<file path="src/rtl/code_entry_pkg.sv">
// Shared types and default sizing for the key-sequence capture block.
package code_entry_pkg;

  localparam int N_SYM_DEF   = 4;
  localparam int MAX_LEN_DEF = 7;
  localparam int MIN_LEN_DEF = 4;

  typedef enum logic [1:0] {
    ENTRY = 2'd0,
    FULL  = 2'd1,
    DONE  = 2'd2
  } state_e;

endpackage

</file>
<file path="src/rtl/code_entry_if.sv">
// Button-side inputs and committed-sequence outputs of one player's capture block.
interface code_entry_if #(
  parameter int N_SYM   = code_entry_pkg::N_SYM_DEF,
  parameter int MAX_LEN = code_entry_pkg::MAX_LEN_DEF,
  parameter int LEN_W   = $clog2(MAX_LEN + 1)
);
  logic [N_SYM-1:0]         key;
  logic                     enter;
  logic                     clear;
  logic                     ack;
  logic [N_SYM*MAX_LEN-1:0] masks;
  logic [LEN_W-1:0]         seq_len;
  logic                     full;
  logic                     done;
  logic                     err;

  modport master (
    output key, enter, clear, ack,
    input  masks, seq_len, full, done, err
  );

  modport slave (
    input  key, enter, clear, ack,
    output masks, seq_len, full, done, err
  );
endinterface

</file>
<file path="src/rtl/code_entry_edge_rise.sv">
// Rising-edge detector; history resets to all-ones so levels held through reset never count.
module edge_rise #(
  parameter int WIDTH = 1
) (
  input  logic             clk,
  input  logic             rst,
  input  logic [WIDTH-1:0] lvl_i,
  output logic [WIDTH-1:0] rise_o
);

  logic [WIDTH-1:0] prev_q;

  // Previous-level history
  always_ff @(posedge clk or posedge rst) begin
    if (rst) begin
      prev_q <= '1;
    end else begin
      prev_q <= lvl_i;
    end
  end

  assign rise_o = lvl_i & ~prev_q;

endmodule

</file>
<file path="src/rtl/code_entry.sv">
// Per-player key-sequence capture: records presses as per-symbol position masks and
// commits them to the scoring logic through a done/ack handshake.
module code_entry
  import code_entry_pkg::*;
#(
  parameter int N_SYM   = N_SYM_DEF,
  parameter int MAX_LEN = MAX_LEN_DEF,
  parameter int MIN_LEN = MIN_LEN_DEF,
  parameter int LEN_W   = $clog2(MAX_LEN + 1)
) (
  input logic          clk,
  input logic          rst,
  code_entry_if.slave  bus
);

  state_e                   state_q, state_d;
  logic [N_SYM*MAX_LEN-1:0] masks_q, masks_d;
  logic [LEN_W-1:0]         len_q, len_d;
  logic                     full_q, full_d;
  logic                     done_q, done_d;
  logic                     err_q, err_d;

  logic [N_SYM+1:0]         rise_s;
  logic [N_SYM-1:0]         key_rise_s;
  logic                     enter_rise_s;
  logic                     clear_rise_s;
  logic [MAX_LEN-1:0]       pos_s;

  function automatic logic multi_hot(input logic [N_SYM-1:0] v);
    return (v & (v - N_SYM'(1))) != '0;
  endfunction

  edge_rise #(.WIDTH(N_SYM + 2)) u_edge (
    .clk    (clk),
    .rst    (rst),
    .lvl_i  ({bus.clear, bus.enter, bus.key}),
    .rise_o (rise_s)
  );

  assign key_rise_s   = rise_s[N_SYM-1:0];
  assign enter_rise_s = rise_s[N_SYM];
  assign clear_rise_s = rise_s[N_SYM+1];
  assign pos_s        = MAX_LEN'(1) << len_q;

  // State, sequence and flag registers
  always_ff @(posedge clk or posedge rst) begin
    if (rst) begin
      state_q <= ENTRY;
      masks_q <= '0;
      len_q   <= '0;
      full_q  <= 1'b0;
      done_q  <= 1'b0;
      err_q   <= 1'b0;
    end else begin
      state_q <= state_d;
      masks_q <= masks_d;
      len_q   <= len_d;
      full_q  <= full_d;
      done_q  <= done_d;
      err_q   <= err_d;
    end
  end

  // Next state; priority clear > ack > enter > key
  always_comb begin
    state_d = state_q;
    masks_d = masks_q;
    len_d   = len_q;
    done_d  = done_q;
    err_d   = 1'b0;
    if (clear_rise_s) begin
      state_d = ENTRY;
      masks_d = '0;
      len_d   = '0;
      done_d  = 1'b0;
    end else begin
      case (state_q)
        ENTRY, FULL: begin
          if (enter_rise_s) begin
            // A simultaneous key edge is discarded; enter judges the existing length
            if (len_q >= LEN_W'(MIN_LEN)) begin
              state_d = DONE;
              done_d  = 1'b1;
            end else begin
              err_d = 1'b1;
            end
          end else if (key_rise_s != '0) begin
            if ((state_q == FULL) || multi_hot(key_rise_s)) begin
              err_d = 1'b1;
            end else begin
              for (int s = 0; s < N_SYM; s++) begin
                masks_d[s*MAX_LEN +: MAX_LEN] = masks_q[s*MAX_LEN +: MAX_LEN] |
                                                (key_rise_s[s] ? pos_s : MAX_LEN'(0));
              end
              len_d = len_q + LEN_W'(1);
              if (len_d == LEN_W'(MAX_LEN)) begin
                state_d = FULL;
              end else begin
                state_d = ENTRY;
              end
            end
          end else begin
            state_d = state_q;
          end
        end
        DONE: begin
          if (bus.ack) begin
            state_d = ENTRY;
            masks_d = '0;
            len_d   = '0;
            done_d  = 1'b0;
          end else begin
            state_d = DONE;
          end
        end
        default: begin
          state_d = ENTRY;
          masks_d = '0;
          len_d   = '0;
          done_d  = 1'b0;
        end
      endcase
    end
    full_d = (len_d == LEN_W'(MAX_LEN));
  end

  assign bus.masks   = masks_q;
  assign bus.seq_len = len_q;
  assign bus.full    = full_q;
  assign bus.done    = done_q;
  assign bus.err     = err_q;

endmodule

</file>
<file path="src/flat_wrapper.sv">
// flat-port wrapper written by rule: the top's interface ports become plain ports
module code_entry_flat import code_entry_pkg::*;
#(
  parameter int N_SYM   = N_SYM_DEF,
  parameter int MAX_LEN = MAX_LEN_DEF,
  parameter int MIN_LEN = MIN_LEN_DEF,
  parameter int LEN_W   = $clog2(MAX_LEN + 1)
)
  (clk, rst, bus_key, bus_enter, bus_clear, bus_ack, bus_masks, bus_seq_len, bus_full, bus_done, bus_err);
  code_entry_if #(.N_SYM(N_SYM), .MAX_LEN(MAX_LEN), .LEN_W(LEN_W)) bus_i ();
  input logic clk;
  input logic rst;
  input wire logic [$bits(bus_i.key)-1:0] bus_key;
  input wire logic [$bits(bus_i.enter)-1:0] bus_enter;
  input wire logic [$bits(bus_i.clear)-1:0] bus_clear;
  input wire logic [$bits(bus_i.ack)-1:0] bus_ack;
  output wire logic [$bits(bus_i.masks)-1:0] bus_masks;
  output wire logic [$bits(bus_i.seq_len)-1:0] bus_seq_len;
  output wire logic [$bits(bus_i.full)-1:0] bus_full;
  output wire logic [$bits(bus_i.done)-1:0] bus_done;
  output wire logic [$bits(bus_i.err)-1:0] bus_err;
  assign bus_i.key = bus_key;
  assign bus_i.enter = bus_enter;
  assign bus_i.clear = bus_clear;
  assign bus_i.ack = bus_ack;
  assign bus_masks = bus_i.masks;
  assign bus_seq_len = bus_i.seq_len;
  assign bus_full = bus_i.full;
  assign bus_done = bus_i.done;
  assign bus_err = bus_i.err;
  code_entry #(.N_SYM(N_SYM), .MAX_LEN(MAX_LEN), .MIN_LEN(MIN_LEN), .LEN_W(LEN_W)) u_core (.clk(clk), .rst(rst), .bus(bus_i));
endmodule
</file>
<file path="config.mk">
export PLATFORM = sky130hd
export DESIGN_NAME = code_entry_flat
export DESIGN_NICKNAME = d
export VERILOG_FILES = /design/src/rtl/code_entry_pkg.sv /design/src/rtl/code_entry_if.sv /design/src/rtl/code_entry_edge_rise.sv /design/src/rtl/code_entry.sv /design/src/flat_wrapper.sv
export SDC_FILE = /design/constraint.sdc
export NUM_CORES = 1
export LEC_CHECK = 0
export BUFFER_PORTS_ARGS = -buffer_cell sky130_fd_sc_hd__buf_4
export CORE_UTILIZATION = 45
export CTS_CLUSTER_SIZE = 16
export DETAILED_ROUTE_END_ITERATION = 10
export PLACE_DENSITY_LB_ADDON = 0.3
export SYNTH_ARGS = -nofsm -noshare
export SYNTH_HDL_FRONTEND = slang
export SYNTH_SLANG_ARGS = --single-unit
</file>
<file path="constraint.sdc">
create_clock -name clk -period 4.9 [get_ports clk]
set_clock_uncertainty 0.05 [all_clocks]
set_input_delay 1.47 -clock clk [delete_from_list [all_inputs] [get_ports clk]]
set_output_delay 1.47 -clock clk [all_outputs]
set_load 0.05 [all_outputs]
</file>
# After elaboration in Yosys (flattened, before gate mapping)
# Index checks and enable logic that the tools add are counted.
# W data, S select, Z words.
# op_classes
addsub	2
magnitude_cmp	1
eq_ne	13
shift	1
n_mux	35
bitwise_logic	7
n_reduce_logical	8
# op_table
cell	count
$mux W28	5
$pmux W28 S2	1
$mux W7	4
$or A7 B7 Y7	4
$mux W3	5
$mux W2	6
$mux W1	11
$ne A3 B1 Y1 const B	3
$ne A3 B2 Y1 const B	3
$reduce_bool A4 Y1	2
$shl A1 B3 Y7 const A	1
$and A6 B6 Y6	1
$eq A3 B3 Y1 const B	2
$not A6 Y6	1
$pmux W3 S2	1
$reduce_and A3 Y1	2
$and A4 B4 Y4	1
$ne A4 B1 Y1 const B	1
$ne A4 B2 Y1 const B	1
$ne A4 B3 Y1 const B	1
$pmux W2 S2	1
$reduce_and A4 Y1	1
$sub A4 B1 Y4 const B	1
$add A3 B1 Y3 const B	1
7 further kinds	7
# totals
reg_bits	42
input_bits	9

# Logic depth before layout (Yosys ltp)
# logic_depth
word_depth	12
depth_mapped	7
ltp_nobuf	6

# Cells and area by module
# A second synthesis with hierarchy kept.
# unflattened
cells_unflattened	178
hier_area_um2	1903.1
# modules_own_cells
module	instances	cells_per_inst	area_each_um2	seq_area_each_um2
code_entry	1	165	1659.1	900.9
edge_rise	1	13	244.0	157.7

# Worst setup path before layout
# No wires, ideal clock.
# synth_path
path_type	input -> register
from	in bus_key[1]
to	reg u_core.full_q, in the netlist u_core.bus.full
setup_time_ns	0.120
arrival_ns	2.857
slack_ns	1.874
cell_stages	6
path_buffers	0
cell_sequence	nor2b_4 or4_4 a31oi_4 o21ai_1 mux2_2 and3b_1
# synth_between
elab_chain_cells	11
word_cells_on_any_way	12
classes_between	add/sub: 1; eq/ne: 1; mux: 5; bitwise: 2; reduce/logical: 3
# synth_rtl
element	line_no	text
start: declaration	flat_wrapper.sv:13	input wire logic [$bits(bus_i.key)-1:0] bus_key;
$and A6 B6 Y6 (*)	code_entry_edge_rise.sv:22	assign rise_o = lvl_i & ~prev_q;
$sub A4 B1 Y4	code_entry.sv:30	return (v & (v - N_SYM'(1))) != '0;
$and A4 B4 Y4	code_entry.sv:30	
$reduce_bool A4 Y1	code_entry.sv:30	
$logic_or A1 B1 Y1	code_entry.sv:88	if ((state_q == FULL) || multi_hot(key_rise_s)) begin
$mux W3	code_entry.sv:88	
$mux W3 (*)	code_entry.sv:87	end else if (key_rise_s != '0) begin
$mux W3 (*)	code_entry.sv:79	if (enter_rise_s) begin
$pmux W3 S2 (*)	code_entry.sv:77	case (state_q)
$mux W3 (*)	code_entry.sv:71	if (clear_rise_s) begin
named net u_core.len_d[0]	code_entry.sv:18	logic [LEN_W-1:0] len_q, len_d;
$eq A3 B3 Y1 (*)	code_entry.sv:124	full_d = (len_d == LEN_W'(MAX_LEN));
named net u_core.full_d	code_entry.sv:19	logic full_q, full_d;
end signal: assignment	code_entry.sv:58	full_q <= full_d;
end: declaration	code_entry.sv:19	
# Mark *: on every way through the listed nets, which the timed path passes. The rest lies on a longest branch.
# A chain may end at the register's enable or synchronous reset.

# Worst setup path in the final report
# layout_path
from	in bus_key[3]
to	reg u_core.masks_q[9], in the netlist u_core.bus.masks[9]
# layout_between
elab_chain_cells	7
word_cells_on_any_way	9
classes_between	add/sub: 1; eq/ne: 2; bitwise: 2; reduce/logical: 4
# layout_rtl
element	line_no	text
$and A6 B6 Y6 (*)	code_entry_edge_rise.sv:22	
$sub A4 B1 Y4	code_entry.sv:30	
$and A4 B4 Y4	code_entry.sv:30	
$reduce_bool A4 Y1	code_entry.sv:30	
$logic_or A1 B1 Y1	code_entry.sv:88	
$ne A3 B2 Y1 (no source line)	--	
$reduce_and A4 Y1 (no source line) (*)	--	
end signal: assignment	code_entry.sv:56	masks_q <= masks_d;
end: declaration	code_entry.sv:17	logic [N_SYM*MAX_LEN-1:0] masks_q, masks_d;
# Every way passes the cells marked *; elsewhere a longest branch is shown, timed or not.

==> results.json <==
{
  "finalNetCount": 227,
  "layout_commonest_cell": "sky130_fd_sc_hd__buf_4",
  "grt_pass1_wl_um": 6686,
  "synth.ff_latch_count": 42,
  "post_route_cells_drive_above_1_share_pct": 29.91,
  "cts_max_level": 2,
  "max-clock-path-buffers": 2,
  "placement.io_buffers": 42,
  "die_x_um": 64.70,
  "clk-insertion-delay-late_ns": 0.30,
  "power_per_cell_area_nw_per_um2": 393.2,
  "timing.slew.headroom_pct": 43.33,
  "antenna_left": 0,
  "finalInstanceArea_um2": 2230,
  "avgViaCountPerCell": 5.340,
  "fp.dieArea_um2": 4186,
  "core_region_area_um2": 3716,
  "num-fill-cells": 311,
  "synth_nets": 181,
  "first_global_vias": 1397,
  "status": "complete, no violations",
  "synth_adder_area_share_pct": 3.536,
  "finalSetupTns_ns": 0,
  "groute.usage.overall_pct": 21.73,
  "mappedNetlistArea_um2": 1769,
  "power.ir.vdd_worst_uv": 177.9,
  "slew_viol_final": 0,
  "layout.cells.non_filler": 262,
  "dieHeight_um": 64.70,
  "synth-compound-area-share_pct": 14.07,
  "clock-sinks": 42,
  "ff_latch_area_um2": 1059,
  "io_pins": 43,
  "place_hpwl_um": 2892,
  "critPathCaptureType": "flip-flop",
  "post-route-drc-count": 0,
  "setup_viol": 0,
  "clock_transition_at_the_registers_of_the_reported_paths_ns": 0.08,
  "synth_simple_gate_area_share_pct": 19.45,
  "firstDrtPassIters": 4,
  "worstPathRequired_ns": 5.07,
  "yosysSeqAreaShare_pct": 59.83,
  "num_vias": 1399,
  "insertedDiodeCount": 0,
  "areaGrowthSynthToFinish_pct": 26.03,
  "main_combinational_cell_family_by_area_after_synthesis": "simple AND/OR/NAND/NOR gates",
  "total_leakage_power_uw": 0.001057,
  "initial_antenna_violation_count": 0,
  "yosysWarningCount": 0,
  "fin_util_pct": 60.00,
  "drt_wl_total_um": 3925,
  "period_share_pct": 61.51,
  "critPathMaxFanout": 7,
  "hold_violations": 0,
  "arrival_ns": 3.19,
  "mostFrequentLayoutCells": "sky130_fd_sc_hd__buf_4 (43), sky130_fd_sc_hd__nand2_1 (39), sky130_fd_sc_hd__dfrtp_1 (36)",
  "multi_input_area_um2": 676.9,
  "startpoint_type": "input pin",
  "grt_setup_unrepaired": "no",
  "synthesis.area_per_instance_um2": 10.59,
  "ys_types": 33,
  "max-cap-violations": 0,
  "grt-ovfl-total": 0,
  "postCtsSetupRepairBufs": 0,
  "initial_core_util_pct": 47.61,
  "gpl_congestion": 0.8544,
  "critical_path.max_stage_delay_ns": 0.52,
  "tightest_slew_ns": 0.8480,
  "cts_tree": "done",
  "holdCritPathClass": "flip-flop to flip-flop",
  "post_synth_inst_count": 167,
  "cts_hold_buffers": 0,
  "clock.fmax_mhz": 331.8,
  "path_cells": "buf_4 > nor2b_1 > or4_4 > a31oi_4 > and2b_1 > nand2_1 > o21ai_1",
  "drt_iter0_drc": 92,
  "timing_worst_setup_path_type": "input pin to flip-flop",
  "critical_path.slowest_cell": "sky130_fd_sc_hd__or4_4",
  "dp_cells": 254,
  "dpl-instance-area_um2": 2137,
  "synth.mux.area_fraction_pct": 1.202,
  "core.rowCount": 22,
  "cts_resized": 0,
  "cts_inserted_buffers": 5,
  "finalWorstPathRequiredPeriod_ns": 3.014,
  "cts.root.buffer_cell": "sky130_fd_sc_hd__clkbuf_8",
  "grt_max_degree": 43,
  "synthXorXnorAreaFrac_pct": 0,
  "detail_route.wl_per_cell_um": 14.98
}
==> registers in the layout, indices dropped and copies added, names as in the netlist <==
register	count
u_core.state_q	2
u_core.bus.done	1
u_core.bus.full	1
u_core.bus.masks	28
u_core.bus.seq_len	3
u_core.u_edge.prev_q	6
u_core.bus.err	1
==> synth_stat cells, drive strengths merged <==
master	count	share of area [%]
nand2	39	8.3
or3	2	0.71
o21ai	31	8.8
o21a	1	0.42
clkbuf	4	0.85
nand3b	2	0.85
ha	5	3.5
nand4	1	0.35
nand2b	6	2.5
or4	1	0.64
a31oi	2	1.6
mux2i	1	0.57
o211ai	2	0.85
nand3	3	0.85
mux2	1	0.64
inv	5	1.1
nand4b	1	0.50
a21oi	3	0.85
nor2	3	0.64
a22o	1	0.50
and2b	1	0.42
and3b	1	0.50
dfrtp	36	51
nor2b	5	2.2
o31ai	1	0.42
a211oi	1	0.71
dfstp	6	8.9
or2	1	0.35
nand4bb	1	0.64
==> per-stage QoR <==
stage          setup slack [ns]  power, µW  hold WS, ns
6_report                  1.886      876.7       0.4336
5_1_grt                   1.760      923.0       0.4576
4_1_cts                   1.904      883.4       0.4437
3_5_place_dp              1.602      656.4       0.4248
3_3_place_gp              1.661      647.5       0.4142
2_1_floorplan             1.874      575.9       0.4331
==> power breakdown <==
part | switching [µW] | total, µW | internal (µW)
Sequential | 25.9 | 402 | 376
Clock | 125 | 227 | 102
Combinational | 173 | 248 | 74.7
Total | 325 | 877 | 552
==> path summary, 6_finish.rpt <==
kind | start | depth (start not counted) | endpoint | slack (ns)
worst max-delay path | bus_key[3] | 7 | u_core.bus.masks[9] | 1.89
worst min-delay path | u_core.bus.masks[27] | 2 | u_core.bus.masks[27] | 0.43
worst max register to register | u_core.u_edge.prev_q[1] | 6 | u_core.bus.masks[9] | 2.70
min in group asynchronous | rst | 3 | u_core.bus.masks[8] | 1.24
worst min register to register | u_core.bus.masks[27] | 2 | u_core.bus.masks[27] | 0.43
max in group asynchronous | rst | 3 | u_core.u_edge.prev_q[1] | 3.19
==> final cells by class <==
class | count | area share (%)
sequential | 42 | 47.47
clock inverter | 3 | 1.066
multi-input combinational | 116 | 30.36
timing repair buffer | 43 | 14.48
inverter | 5 | 0.8418
tap | 48 | 2.694
clock buffer | 5 | 3.086
==> kinds of logic after synthesis <==
group	Yosys count
flops	42
buf+inv	9
compound gates	42
simple gates	67
mux	2
fa+ha+maj	5
==> worst max-delay path, delay by kind of cell <==
kind                   cells  cell delay, ns
and+or+nand+nor            4            1.14
buffers and inverters      1            0.12
AOI/OAI and AO/OA          2            0.47
==> layer usage <==
layer  track usage, %  share of wire (%)  vias up  routed length (µm)
met1            27.67                 44      685                1724
met4            8.889                1.6        0                  61
met3            6.162                6.0        9                 237
met5                0                  0        -                   0
li1                 -                  -      660                   -
met2            34.64                 48       45                1901
Note: power is estimated with default switching activity, not from simulation.
